<file path="src/rtl/desc_ring_fetch_pkg.sv">
// Shared descriptor-ring types and AXI constants used by the CSR, fetch and DMA blocks.
package desc_ring_fetch_pkg;

   localparam int DESC_BYTES = 16;
   localparam int DESC_BEATS = 4;

   localparam logic [1:0] AXI_BURST_INCR = 2'b01;
   localparam logic [1:0] AXI_RESP_OKAY  = 2'b00;
   localparam logic [2:0] AXI_SIZE_4B    = 3'b010;
   localparam logic [7:0] AXI_LEN_DESC   = 8'(DESC_BEATS - 1);

   localparam int CTRL_ALGO_SEL_BIT = 2;
   localparam int CTRL_ENC_DEC_BIT  = 3;

   // Word 0 sits in the low bits so beat n of the burst lands in word n.
   typedef struct packed {
      logic [31:0] user;
      logic [31:0] ctrl;
      logic [31:0] len;
      logic [31:0] src_addr;
   } desc_t;

   typedef enum logic [2:0] {
      ST_IDLE,
      ST_AR,
      ST_RDATA,
      ST_PRESENT,
      ST_ERROR
   } fetch_state_e;

endpackage

</file>
<file path="src/rtl/desc_ring_fetch_if.sv">
// AXI4 read channels toward memory plus the descriptor valid/ready channel toward the DMA.
interface desc_ring_fetch_if
   import desc_ring_fetch_pkg::*;
#(
   parameter int ADDR_WIDTH = 32
);

   logic [ADDR_WIDTH-1:0] araddr;
   logic [7:0]            arlen;
   logic [2:0]            arsize;
   logic [1:0]            arburst;
   logic                  arvalid;
   logic                  arready;

   logic [31:0]           rdata;
   logic [1:0]            rresp;
   logic                  rlast;
   logic                  rvalid;
   logic                  rready;

   logic                  desc_valid;
   logic                  desc_ready;
   desc_t                 desc;

   modport master (
      output araddr, arlen, arsize, arburst, arvalid,
      input  arready,
      input  rdata, rresp, rlast, rvalid,
      output rready,
      output desc_valid, desc,
      input  desc_ready
   );

   modport slave (
      input  araddr, arlen, arsize, arburst, arvalid,
      output arready,
      output rdata, rresp, rlast, rvalid,
      input  rready,
      input  desc_valid, desc,
      output desc_ready
   );

endinterface

</file>
<file path="src/rtl/desc_ring_fetch.sv">
// Descriptor ring fetch: one 4-beat AXI read per entry, min 7 cycles/descriptor at zero-wait.
// Backpressure: descriptor held valid and stable until desc_ready; no new AR while one is in flight.
module desc_ring_fetch
   import desc_ring_fetch_pkg::*;
#(
   parameter int ADDR_WIDTH = 32,
   parameter int PTR_W      = 16
) (
   input  logic             clk,
   input  logic             rst_n,
   input  logic             i_enable,
   input  logic             i_ring_init,
   input  logic [31:0]      i_ring_base,
   input  logic [31:0]      i_ring_size,
   input  logic [PTR_W-1:0] i_sw_tail_ptr,
   output logic [PTR_W-1:0] o_hw_head_ptr,
   output logic             o_fetch_err,
   output logic             o_busy,
   desc_ring_fetch_if.master bus
);

   fetch_state_e          state;
   logic [PTR_W-1:0]      head;
   logic [1:0]            beat_cnt;
   logic [31:0]           word [DESC_BEATS];
   logic                  burst_err;
   logic                  discard;
   logic                  init_pend;

   logic [PTR_W-1:0]      size_eff;
   logic [PTR_W-1:0]      head_inc;
   logic [PTR_W-1:0]      head_adv;
   logic                  cfg_bad;
   logic                  beat_bad;
   logic                  beat_last;
   logic                  abort_req;
   logic                  init_any;
   logic [ADDR_WIDTH-1:0] fetch_addr;
   logic                  unused_size_hi;

   assign size_eff       = i_ring_size[PTR_W-1:0];
   assign unused_size_hi = ^i_ring_size[31:PTR_W];
   assign head_inc       = head + PTR_W'(1);
   assign head_adv       = (head_inc == size_eff) ? '0 : head_inc;

   assign cfg_bad    = (size_eff == '0) || (i_sw_tail_ptr >= size_eff) || (i_ring_base[3:0] != 4'h0);
   assign fetch_addr = ADDR_WIDTH'(i_ring_base) + ADDR_WIDTH'({head, 4'b0000});

   // A well-formed burst has rlast on beat 3 only, with OKAY on every beat.
   assign beat_bad  = (bus.rresp != AXI_RESP_OKAY) || (bus.rlast != (beat_cnt == 2'd3));
   assign beat_last = bus.rlast || (beat_cnt == 2'd3);
   assign abort_req = !i_enable || i_ring_init;
   assign init_any  = init_pend || i_ring_init;

   assign bus.arlen   = AXI_LEN_DESC;
   assign bus.arsize  = AXI_SIZE_4B;
   assign bus.arburst = AXI_BURST_INCR;

   assign o_hw_head_ptr = head;

   always_ff @(posedge clk) begin
      if (!rst_n) begin
         state          <= ST_IDLE;
         head           <= '0;
         beat_cnt       <= '0;
         burst_err      <= 1'b0;
         discard        <= 1'b0;
         init_pend      <= 1'b0;
         o_fetch_err    <= 1'b0;
         o_busy         <= 1'b0;
         bus.araddr     <= '0;
         bus.arvalid    <= 1'b0;
         bus.rready     <= 1'b0;
         bus.desc_valid <= 1'b0;
         bus.desc       <= '0;
         for (int i = 0; i < DESC_BEATS; i++) word[i] <= '0;
      end else begin
         case (state)
            ST_IDLE: begin
               init_pend <= 1'b0;
               discard   <= 1'b0;
               if (i_ring_init) begin
                  head <= '0;
               end else if (i_enable && (head != i_sw_tail_ptr)) begin
                  o_busy <= 1'b1;
                  if (cfg_bad) begin
                     o_fetch_err <= 1'b1;
                     state       <= ST_ERROR;
                  end else begin
                     bus.araddr  <= fetch_addr;
                     bus.arvalid <= 1'b1;
                     state       <= ST_AR;
                  end
               end
            end

            ST_AR: begin
               if (abort_req)   discard   <= 1'b1;
               if (i_ring_init) init_pend <= 1'b1;
               if (bus.arready) begin
                  bus.arvalid <= 1'b0;
                  bus.rready  <= 1'b1;
                  beat_cnt    <= '0;
                  burst_err   <= 1'b0;
                  state       <= ST_RDATA;
               end
            end

            // The burst is always drained to its last beat, even when it will be dropped.
            ST_RDATA: begin
               if (abort_req)   discard   <= 1'b1;
               if (i_ring_init) init_pend <= 1'b1;
               if (bus.rvalid) begin
                  word[beat_cnt] <= bus.rdata;
                  if (beat_bad) burst_err <= 1'b1;
                  if (beat_last) begin
                     bus.rready <= 1'b0;
                     if (burst_err || beat_bad) begin
                        o_fetch_err <= 1'b1;
                        state       <= ST_ERROR;
                     end else if (discard || abort_req) begin
                        if (init_any) head <= '0;
                        init_pend <= 1'b0;
                        o_busy    <= 1'b0;
                        state     <= ST_IDLE;
                     end else begin
                        bus.desc_valid <= 1'b1;
                        bus.desc       <= '{user: bus.rdata, ctrl: word[2], len: word[1], src_addr: word[0]};
                        state          <= ST_PRESENT;
                     end
                  end else begin
                     beat_cnt <= beat_cnt + 2'd1;
                  end
               end
            end

            ST_PRESENT: begin
               if (i_ring_init) init_pend <= 1'b1;
               if (bus.desc_ready) begin
                  bus.desc_valid <= 1'b0;
                  head           <= init_any ? '0 : head_adv;
                  init_pend      <= 1'b0;
                  o_busy         <= 1'b0;
                  state          <= ST_IDLE;
               end
            end

            ST_ERROR: begin
               if (i_ring_init) head <= '0;
               if (!i_enable) begin
                  if (init_pend) head <= '0;
                  init_pend   <= 1'b0;
                  o_fetch_err <= 1'b0;
                  o_busy      <= 1'b0;
                  state       <= ST_IDLE;
               end
            end

            default: begin
               state  <= ST_IDLE;
               o_busy <= 1'b0;
            end
         endcase
      end
   end

endmodule

</file>
<file path="src/flat_wrapper.sv">
// flat-port wrapper written by rule: the top's interface ports become plain ports
module desc_ring_fetch_flat import desc_ring_fetch_pkg::*;
#(
   parameter int ADDR_WIDTH = 32,
   parameter int PTR_W      = 16
)
  (clk, rst_n, i_enable, i_ring_init, i_ring_base, i_ring_size, i_sw_tail_ptr, o_hw_head_ptr, o_fetch_err, o_busy, bus_araddr, bus_arlen, bus_arsize, bus_arburst, bus_arvalid, bus_arready, bus_rdata, bus_rresp, bus_rlast, bus_rvalid, bus_rready, bus_desc_valid, bus_desc, bus_desc_ready);
  desc_ring_fetch_if #(.ADDR_WIDTH(ADDR_WIDTH)) bus_i ();
  input  logic clk;
  input  logic rst_n;
  input  logic i_enable;
  input  logic i_ring_init;
  input  logic [31:0] i_ring_base;
  input  logic [31:0] i_ring_size;
  input  logic [PTR_W-1:0] i_sw_tail_ptr;
  output logic [PTR_W-1:0] o_hw_head_ptr;
  output logic o_fetch_err;
  output logic o_busy;
  output wire logic [$bits(bus_i.araddr)-1:0] bus_araddr;
  output wire logic [$bits(bus_i.arlen)-1:0] bus_arlen;
  output wire logic [$bits(bus_i.arsize)-1:0] bus_arsize;
  output wire logic [$bits(bus_i.arburst)-1:0] bus_arburst;
  output wire logic [$bits(bus_i.arvalid)-1:0] bus_arvalid;
  input wire logic [$bits(bus_i.arready)-1:0] bus_arready;
  input wire logic [$bits(bus_i.rdata)-1:0] bus_rdata;
  input wire logic [$bits(bus_i.rresp)-1:0] bus_rresp;
  input wire logic [$bits(bus_i.rlast)-1:0] bus_rlast;
  input wire logic [$bits(bus_i.rvalid)-1:0] bus_rvalid;
  output wire logic [$bits(bus_i.rready)-1:0] bus_rready;
  output wire logic [$bits(bus_i.desc_valid)-1:0] bus_desc_valid;
  output wire logic [$bits(bus_i.desc)-1:0] bus_desc;
  input wire logic [$bits(bus_i.desc_ready)-1:0] bus_desc_ready;
  assign bus_araddr = bus_i.araddr;
  assign bus_arlen = bus_i.arlen;
  assign bus_arsize = bus_i.arsize;
  assign bus_arburst = bus_i.arburst;
  assign bus_arvalid = bus_i.arvalid;
  assign bus_i.arready = bus_arready;
  assign bus_i.rdata = bus_rdata;
  assign bus_i.rresp = bus_rresp;
  assign bus_i.rlast = bus_rlast;
  assign bus_i.rvalid = bus_rvalid;
  assign bus_rready = bus_i.rready;
  assign bus_desc_valid = bus_i.desc_valid;
  assign bus_desc = bus_i.desc;
  assign bus_i.desc_ready = bus_desc_ready;
  desc_ring_fetch #(.ADDR_WIDTH(ADDR_WIDTH), .PTR_W(PTR_W)) u_core (.clk(clk), .rst_n(rst_n), .i_enable(i_enable), .i_ring_init(i_ring_init), .i_ring_base(i_ring_base), .i_ring_size(i_ring_size), .i_sw_tail_ptr(i_sw_tail_ptr), .o_hw_head_ptr(o_hw_head_ptr), .o_fetch_err(o_fetch_err), .o_busy(o_busy), .bus(bus_i));
endmodule
</file>
<file path="config.mk">
export PLATFORM = sky130hd
export DESIGN_NAME = desc_ring_fetch_flat
export DESIGN_NICKNAME = d
export VERILOG_FILES = /design/src/rtl/desc_ring_fetch_pkg.sv /design/src/rtl/desc_ring_fetch_if.sv /design/src/rtl/desc_ring_fetch.sv /design/src/flat_wrapper.sv
export SDC_FILE = /design/constraint.sdc
export NUM_CORES = 1
export LEC_CHECK = 0
export CORE_UTILIZATION = 50
export CTS_CLUSTER_DIAMETER = 50
export DETAILED_ROUTE_END_ITERATION = 10
export GPL_ROUTABILITY_DRIVEN = 0
export PLACE_DENSITY = 0.81
export SLEW_MARGIN = 0
export SYNTH_ARGS = -nofsm -noshare
export SYNTH_HDL_FRONTEND = slang
export SYNTH_SLANG_ARGS = --single-unit
</file>
<file path="constraint.sdc">
create_clock -name clk -period 3.88 [get_ports clk]
set_input_delay 0.776 -clock clk [delete_from_list [all_inputs] [get_ports clk]]
set_output_delay 0.776 -clock clk [all_outputs]
set_load 0.02 [all_outputs]
</file>
==> results_dict.tcl <==
set metrics [dict create \
    status "completed" \
    via_count 11100 \
    die_h_um 163 \
    synth_area_leaders "dfxtp_1 (29%), edfxtp_1 (22%), nand2_1 (9.1%)" \
    crit_required_ns 4.26 \
    drc 0 \
    start_util_pct 51.0 \
    drtIter0Drc 1007 \
    port_buffers 286 \
    cts_tree "yes" \
    fin_area_um2 17100 \
    numCtsBuffers 34 \
    slew_violations 0 \
    synth_edf_count 96 \
    powerDensity_nw_per_um2 409 \
    place_area_um2 16000 \
    vias_per_cell 5.50 \
    critical_path_class "input port to flop" \
    synth_seq_cells 285 \
    syn_area_um2 12900 \
    clk_path_buf_depth 3 \
    fin_nets 1810 \
    period_needed_ns 3.17 \
    synthFlopType "dfxtp_1" \
    dr.pass1.iters 5 \
    cts-root-buf "clkbuf_16" \
    grt_util_all_layers_pct 26.1 \
    grt_pass1_vias 10600 \
    routedWlPerCell_um 17.4 \
    worstHoldPathType "flop to flop" \
    crit_fanout 7 \
    grt_overflow 0 \
    cts.clk_slew.worst_paths_ns 0.06 \
    setup_viol 0 \
    ys_types 68 \
    yosysSeqAreaShare_pct 51.7 \
    yosysTopAreaCell "dfxtp_1" \
    cts_hold_buf 0 \
    dieArea_um2 26400 \
    worstMarginPinSlew_ns 0.988 \
    relSlewSlack_pct 34.2 \
    antenna_found_initial 2 \
    critical_path.cell_chain "clkdlybuf4s50_1 -> ha_1 -> a21oi_1 -> o21ai_0 -> or3b_2 -> o2111ai_1 -> a21boi_0 -> xnor2_1 -> a21oi_1" \
    synth_most_common_cell "nand2_1" \
    rsz0062_at_grt "no" \
    slowest_stage "o2111ai_1" \
    area_delta_synth_final_pct 32.7 \
    drive_gt1_share_pct 6.20 \
    hpwl_um 23600 \
    rows 58 \
    htreeDepth 2 \
    hold_violations 0 \
    fin_crit_sh_pct 81.6 \
    p_leak_uw 0.00618 \
    post_cts.repair.setup_buffers 0 \
    worstSkewPairLatency_ns 0.52 \
    fmax_mhz 316 \
    maxCapViolations 0 \
    core_area_um2 25300 \
    synthTopCellsByCount "nand2_1 (314), dfxtp_1 (189), a21oi_1 (184), edfxtp_1 (96), and2_1 (65)" \
    cts_sinks 285 \
    synth_top_area_share_pct 29.4 \
    cp-start-kind "input port" \
    skew_ns 0.0295 \
    ff2ff_setup_slack_ns 0.80 \
    ios 316 \
    wl_um 34900 \
    cp-end-kind "flop" \
    setup_tns_ns 0 \
    fp.dieW_um 163 \
    avgSynthCellArea_um2 9.19 \
    critPathMostFrequentCell "a21oi_1" \
    ir_worst_vdd_v 0.000266 \
    grt_first_pass_wirelength_um 54800 \
    synth_warnings 0 \
    cpPeakStageDelay_ns 0.53 \
    synthCells 1402 \
    grt_max_degree 123 \
    worstPathArrival_ns 3.54 \
    async_flop_share_pct 0 \
    drtAntennaViolNets 0 \
    cts_resized 0 \
]
-- critical path: cells and delay by family --
kind / cells / cell delay, ns
and+or+nand+nor: 1 / 0.50
buffers and inverters: 1 / 0.44
adders and majority gates: 1 / 0.38
AOI/OAI and AO/OA: 5 / 1.28
xor gates and xnor gates: 1 / 0.18
-- cell usage in the layout, fill, tap and decap left out, types with 5 or more instances in the layout --
cell type,Yosys,layout
a41oi_1,7,7
o211ai_1,7,7
a21oi_1,184,184
and2_1,65,65
nand4_1,18,18
xor2_1,14,14
nor2b_1,7,7
a211oi_1,10,10
inv_1,34,33
o21ai_0,35,35
and3_1,46,46
nor3_1,15,14
nor4_1,5,5
a21o_1,6,6
nand3_1,18,18
nand4b_1,7,7
conb_1,2,13
clkbuf_1,58,7
dfxtp_1,189,189
xnor2_1,43,43
nand2_1,314,314
nor2_1,40,38
ha_1,35,35
a31oi_1,19,19
clkdlybuf4s50_1,0,285
buf_4,16,17
nand2b_1,12,10
clkbuf_8,0,5
clkbuf_16,0,35
edfxtp_1,96,96
buf_12,0,6
-- logic make-up (layout without fill, tap and decap cells) --
logic type	after synthesis	after routing	share of synthesized area, %
buffers and inverters	140	405	4.98
adder cells (fa/ha/maj)	36	36	3.55
flip-flops	285	285	51.7
XOR/XNOR	57	57	3.87
AO/OA/AOI/OAI	304	304	13.7
AND/OR/NAND/NOR	574	574	21.8
other	2	14	0.0583
multiplexers	4	4	0.311
-- cell type report --
type	count	area, µm²
clock inverters	15	166
multi-input cells	988	5650
flip-flops and latches	285	6670
clock buffers	47	971
diodes	1	2.50
fillers	1994	8150
repair buffers	309	3110
inverters	34	130
well taps	330	413
-- state kept, by name (all words and copies together), names as in the netlist, 2 cells and up --
| signal | count |
|---|---|
| u_core.bus.desc | 128 |
| u_core.word | 96 |
| u_core.bus.araddr | 32 |
| u_core.o_hw_head_ptr | 16 |
| u_core.state | 3 |
| u_core.beat_cnt | 2 |
-- stage by stage --
step / instances / hold slack, ns / worst slack [ns] / util [%] / total power (µW)
3_3_place_gp: 1946 / 0.438 / 0.330 / 63.2 / 3890
5_1_grt: 2009 / 0.469 / 0.455 / 67.7 / 7220
2_1_floorplan: 1413 / 0.471 / 1.02 / - / 3630
3_5_place_dp: 1946 / 0.442 / 0.236 / 63.2 / 3900
4_1_cts: 2008 / 0.449 / 0.740 / 67.7 / 7040
6_report: 2009 / 0.448 / 0.714 / 67.7 / 6990
-- power breakdown --
part | switching, µW | leakage, µW | internal (µW)
clock | 1240 | 0.000553 | 1910
sequential | 58.6 | 0.00251 | 3160
combinational | 353 | 0.00311 | 276
total | 1650 | 0.00618 | 5340
-- metal layers --
layer,GRT usage [%],wire length (µm),vias to the layer above
met5,0,13,-
met4,12.8,1590,2
met3,3.95,2120,101
met2,44.1,17000,421
met1,32.6,14200,5204
li1,-,-,5329
-- worst paths after layout --
path,startpoint,to,cells after the start
setup / recovery,i_ring_base[12],u_core.bus.araddr[24]$_SDFFE_PN0P_,9
hold / removal,u_core.bus.araddr[9]$_SDFFE_PN0P_,u_core.bus.araddr[9]$_SDFFE_PN0P_,2
setup reg to reg,u_core.o_hw_head_ptr[1]$_SDFFE_PN0P_,u_core.o_hw_head_ptr[3]$_SDFFE_PN0P_,8
hold reg to reg,u_core.bus.araddr[9]$_SDFFE_PN0P_,u_core.bus.araddr[9]$_SDFFE_PN0P_,2
Note: power is estimated with default switching activity, not from simulation.
